--- config.mk ---
export PLATFORM = sky130hd
export DESIGN_NAME = branch_flow_unit
export DESIGN_NICKNAME = d
export VERILOG_FILES = /design/src/rtl/branch_flow_unit.sv
export SDC_FILE = /design/constraint.sdc
export NUM_CORES = 1
export LEC_CHECK = 0
export CAP_MARGIN = 20
export CORE_MARGIN = 4
export CORE_UTILIZATION = 34
export CTS_CLUSTER_SIZE = 12
export DETAILED_ROUTE_END_ITERATION = 8
export MAX_ROUTING_LAYER = met4
export PLACE_DENSITY = 0.7
export SKIP_CTS_REPAIR_TIMING = 1
export SLEW_MARGIN = 30
export SYNTH_ARGS = -nofsm -noshare
export SYNTH_HDL_FRONTEND = slang
export SYNTH_SLANG_ARGS = --single-unit
--- constraint.sdc ---
create_clock -name clk -period 1.56 [get_ports clk]
set_input_delay 0.312 -clock clk [delete_from_list [all_inputs] [get_ports clk]]
set_output_delay 0.312 -clock clk [all_outputs]
set_load 0.005 [all_outputs]
--- src/rtl/branch_flow_unit.sv ---
// ----------------------------------------------------------------------------
// branch_flow_unit
//
// Purpose:
//   Sequential side of the fetch-path branch logic. It keeps the registered
//   Z/N flags that the branch decision reads and the program counter. It also
//   squashes wrong-path fetches for a fixed window after a taken branch, and
//   it supports stall and halt.
//
// Ports:
//   clk, rst       rising-edge clock, asynchronous active-high reset
//   ALUResult      execute-stage result, used to form Z/N
//   FlagWrite      capture Z/N from ALUResult at this edge
//   PCSource       branch taken (computed from the current FlagZ/FlagN)
//   BranchTarget   new PC when a branch is accepted
//   Stall          hold PC, flags and flush counter
//   Halt           enter HALTED (exit only by reset)
//   FlagZ, FlagN   registered flags
//   PC             current fetch address
//   FlushIF/ID     squash IF/ID while the wrong-path window is open
//   Halted         high in HALTED
//   DbgState       current FSM state (0 RUN, 1 FLUSH, 2 HALTED)
//   BranchCount    accepted taken-branch count, saturating (only with
//                  BRANCH_COUNT_EN defined)
//
// Configuration macro: BRANCH_COUNT_EN
//
// Handshake: there is no valid/ready handshake. Every input is sampled at
//   every rising edge. PCSource is only acted on in RUN with Stall=0 and
//   Halt=0.
// ----------------------------------------------------------------------------
module branch_flow_unit #(
    parameter int               WIDTH        = 32,
    parameter logic [WIDTH-1:0] RESET_PC     = '0,
    parameter int               PC_STEP      = 4,
    parameter int               FLUSH_CYCLES = 2
) (
    input  logic             clk,
    input  logic             rst,
    input  logic [WIDTH-1:0] ALUResult,
    input  logic             FlagWrite,
    input  logic             PCSource,
    input  logic [WIDTH-1:0] BranchTarget,
    input  logic             Stall,
    input  logic             Halt,
`ifdef BRANCH_COUNT_EN
    output logic [15:0]      BranchCount,
`endif
    output logic [1:0]       DbgState,
    output logic             FlagZ,
    output logic             FlagN,
    output logic [WIDTH-1:0] PC,
    output logic             FlushIF,
    output logic             FlushID,
    output logic             Halted
);

    localparam logic [WIDTH-1:0] STEP       = WIDTH'(PC_STEP);
    localparam logic [3:0]       FLUSH_INIT = 4'(FLUSH_CYCLES);

    typedef enum logic [1:0] {
        S_RUN    = 2'd0,
        S_FLUSH  = 2'd1,
        S_HALTED = 2'd2
    } state_t;

    state_t           r_state;
    state_t           w_next_state;
    logic [WIDTH-1:0] r_pc;
    logic [WIDTH-1:0] w_next_pc;
    logic [3:0]       r_cnt;
    logic [3:0]       w_next_cnt;
    logic             r_flag_z;
    logic             r_flag_n;
    logic             w_flag_we;
    logic             w_branch_taken;

    // Next-state, next-PC and flush-counter logic
    always_comb begin
        w_next_state   = r_state;
        w_next_pc      = r_pc;
        w_next_cnt     = r_cnt;
        w_branch_taken = 1'b0;
        case (r_state)
            S_RUN: begin
                if (Halt) begin
                    w_next_state = S_HALTED;
                end else if (!Stall) begin
                    if (PCSource) begin
                        w_next_pc      = BranchTarget;
                        w_next_cnt     = FLUSH_INIT;
                        w_next_state   = S_FLUSH;
                        w_branch_taken = 1'b1;
                    end else begin
                        w_next_pc = r_pc + STEP;
                    end
                end
            end
            S_FLUSH: begin
                // PCSource is ignored here: anything it reports comes from
                // a wrong-path instruction.
                if (Halt) begin
                    w_next_state = S_HALTED;
                end else if (!Stall) begin
                    w_next_pc  = r_pc + STEP;
                    w_next_cnt = r_cnt - 4'd1;
                    if (r_cnt == 4'd1) begin
                        w_next_state = S_RUN;
                    end
                end
            end
            S_HALTED: begin
            end
            default: begin
                w_next_state = S_RUN;
            end
        endcase
    end

    // Flags freeze in HALTED and when stalled.
    assign w_flag_we = FlagWrite && !Stall && (r_state != S_HALTED);

    always_ff @(posedge clk or posedge rst) begin
        if (rst) begin
            r_state  <= S_RUN;
            r_pc     <= RESET_PC;
            r_cnt    <= 4'd0;
            r_flag_z <= 1'b0;
            r_flag_n <= 1'b0;
        end else begin
            r_state <= w_next_state;
            r_pc    <= w_next_pc;
            r_cnt   <= w_next_cnt;
            if (w_flag_we) begin
                r_flag_z <= (ALUResult == '0);
                r_flag_n <= ALUResult[WIDTH-1];
            end
        end
    end

`ifdef BRANCH_COUNT_EN
    logic [15:0] r_branch_count;

    always_ff @(posedge clk or posedge rst) begin
        if (rst) begin
            r_branch_count <= 16'd0;
        end else if (w_branch_taken && (r_branch_count != 16'hFFFF)) begin
            r_branch_count <= r_branch_count + 16'd1;
        end
    end

    assign BranchCount = r_branch_count;
`else
    logic w_unused_branch;
    assign w_unused_branch = w_branch_taken;
`endif

    assign PC       = r_pc;
    assign FlagZ    = r_flag_z;
    assign FlagN    = r_flag_n;
    assign FlushIF  = (r_state == S_FLUSH);
    assign FlushID  = (r_state == S_FLUSH);
    assign Halted   = (r_state == S_HALTED);
    assign DbgState = r_state;

endmodule
==> metrics <==
run status=complete, but fails checks; failing checks=setup timing; fin. max-slew vios=0; Total Power=6579 uW; Seq cells post-synth=40; Req. time, crit path=1.72 ns; maximum VDD drop=0.6466 mV; Synth top area share=0.4067; Setup Skew=0.01002 ns; Placement Rows=30; Die Span Y=93.08 um; Syn. warnings=0; Post-synth EDFFs=0; Area growth syn-to-layout=103.4%; kind of critical path=register to register; final worst slack=-0.1404 ns; Worst Path Max Fanout=6; Final nets=548; Most Crowded Layer GR=met2; Max Freq=between 0.5 and 0.6 GHz; Syn Nets=352; final hold vios=0; DRC Markers=0; met2 Usage GRT=0.3197; GR Util met1=0.2416; wire per inst=approximately 17 um; Pre-antenna DRT Iters=4; mapped cell area=2461 um2; PwrDens=1314 nW/um2; Reg area=1011 um2; Clock Latency Late Sink=0.30 ns; RSZ-0062 raised after global routing=yes; met3 Use GR=0.04586; CTS tree=built; overall routing resource usage=0.1934; drt total wl=9711 um; IO Pins=109; initial antenna violation count=0; Final ANT Viol Nets=0; ys flop type=dfrtp_1; post-synthesis sequential area ratio=0.4067; Worst slew margin=0.7000; clock tree buffer depth=2; Ant. Diodes=0; Reg clk slew, reported paths=0.09 ns; Die W=93.08 um; Synth Instances=279; gr ovfl total=0; Placed Cells=526; Hold Crit Class=input pin to async pin; global-route wire length before repair=about 13000 um; share of cells above drive strength 1=0.3697; crit path DAT=1.86 ns; CTS Buf Count=5; pin count of the biggest net entering global routing=41; H-tree depth=2; Critical Path Source Type=register; IO Port Bufs=108; worst-margin pin slew=between 0.4 and 0.5 ns; Max Cap Viol=0; vias=3103; fin crit period=1.700 ns; Final Setup Violations=17; ranking of synthesized cells by area=dfrtp_1, a21oi_1, nand3_1; post-synth top area cell=dfrtp_1; Clk Tree Root Cell=clkbuf_8; FILL cells=500; Period Utilization, post-route=1.090; die area=8664 um2; area of the multi-input gates=1692 um2; Layout Cells excl Fill=572; Initial Utilization=0.3563; vias in the first global route=2740; Lkg Pwr=0.002249 uW; Routability Congestion=0.8916; initial DRC count=245; Final HPWL DP=6284 um; Clock Sinks=40; post-DR vias/cell=5.425; Netlist cell types=51; syn_area_per_cell=8.821 um2; Core Region=6907 um2; Crit. End Element=register; Synth async-reset ratio=1.000
## stage by stage
| stage | setup WS (ns) | setup TNS [ns] | hold WS [ns] | area [um2] | util |
|---|---|---|---|---|---|
| 2_1_floorplan | 0.03347 | 0 | 0.3839 | 2469 | - |
| 3_3_place_gp | -0.2426 | -4.488 | 0.4777 | 4113 | 0.5955 |
| 3_5_place_dp | -0.2772 | -5.674 | 0.4797 | 4113 | 0.5955 |
| 4_1_cts | -0.3171 | -3.278 | 0.3704 | 4220 | 0.6111 |
| 5_1_grt | -0.2498 | -2.708 | 0.3916 | 5006 | 0.7248 |
| 6_report | -0.1404 | -0.8786 | 0.3616 | 5006 | 0.7248 |
## placed cells by master (no fill, tap or decap), drive strengths merged, types with 2 or more instances in the layout
master	instances
mux2i	3
ha	3
a21oi	39
a31oi	2
nor3	6
and2	2
a311oi	2
nand2	24
and3	2
dfrtp	40
nand4	12
nand2b	2
mux2	3
nor2	15
a2bb2oi	8
buf	99
o31ai	3
clkdlybuf4s50	81
o22ai	13
a31o	2
nand3	21
a32oi	2
o211ai	2
clkbuf	6
or3	2
nor4	10
o21ai	17
a22o	3
dlymetal6s2s	27
inv	10
## power breakdown
group,total (uW),switching (uW),internal (uW)
clock network,859,384,475
registers,1850,383,1470
logic,3870,1540,2320
total,6580,2310,4270
## layout make-up
type,instances,share of cell area
timing repair buffer,207,0.4071
multi-input combinational,211,0.3379
sequential,40,0.2019
tap,96,0.02399
clock buffer,6,0.01450
inverter,10,0.007498
clock inverter,2,0.006998
## sequential cells by signal, summed over array words and instances (netlist names)
signal and cells:
DbgState 2, FlagN 1, FlagZ 1, PC 32, r_cnt 4
## critical path, cell delays in order (launching register included)
cell	delay, ns
dfrtp_1	0.37
buf_4	0.13
ha_4	0.14
nand3_4	0.11
nor3_4	0.28
buf_6	0.16
nand4_1	0.13
nand3_1	0.14
o311ai_2	0.10
## cells by family after synthesis
family / after synthesis / share of synthesized area
buffers and inverters: 28 / 0.05440
adder cells (fa/ha/maj): 3 / 0.01525
flip-flops: 40 / 0.4067
AND/OR/NAND/NOR: 98 / 0.2308
AO/OA/AOI/OAI: 104 / 0.2669
multiplexers: 6 / 0.02593
## synthesized netlist by cell type, drive strengths merged, types with 3 or more instances
cell type	count
a21oi	39
a22o	3
a2bb2oi	8
buf	12
clkbuf	6
dfrtp	40
ha	3
inv	10
mux2	3
mux2i	3
nand2	24
nand3	21
nand4	12
nor2	15
nor3	6
nor4	10
o21ai	17
o22ai	13
o31ai	3
## final timing paths
kind,from,endpoint,slack (ns),cells past startpoint
setup / recovery,PC[3]$_DFFE_PP0P_,PC[24]$_DFFE_PP0P_,-0.14,8
min in group clk,FlagZ$_DFFE_PP0P_,FlagZ$_DFFE_PP0P_,0.50,2
hold / removal,rst,PC[15]$_DFFE_PP0P_,0.36,3
hold reg to reg,FlagZ$_DFFE_PP0P_,FlagZ$_DFFE_PP0P_,0.50,2
setup reg to reg,PC[3]$_DFFE_PP0P_,PC[24]$_DFFE_PP0P_,-0.14,8
max in group asynchronous,rst,PC[5]$_DFFE_PP0P_,0.98,3
## metal layers
layer,wire length (um),up-vias
met5,0,-
met3,739,12
li1,-,1464
met1,3938,1494
met4,124,0
met2,4908,133
Note: power is estimated with default switching activity, not from simulation.
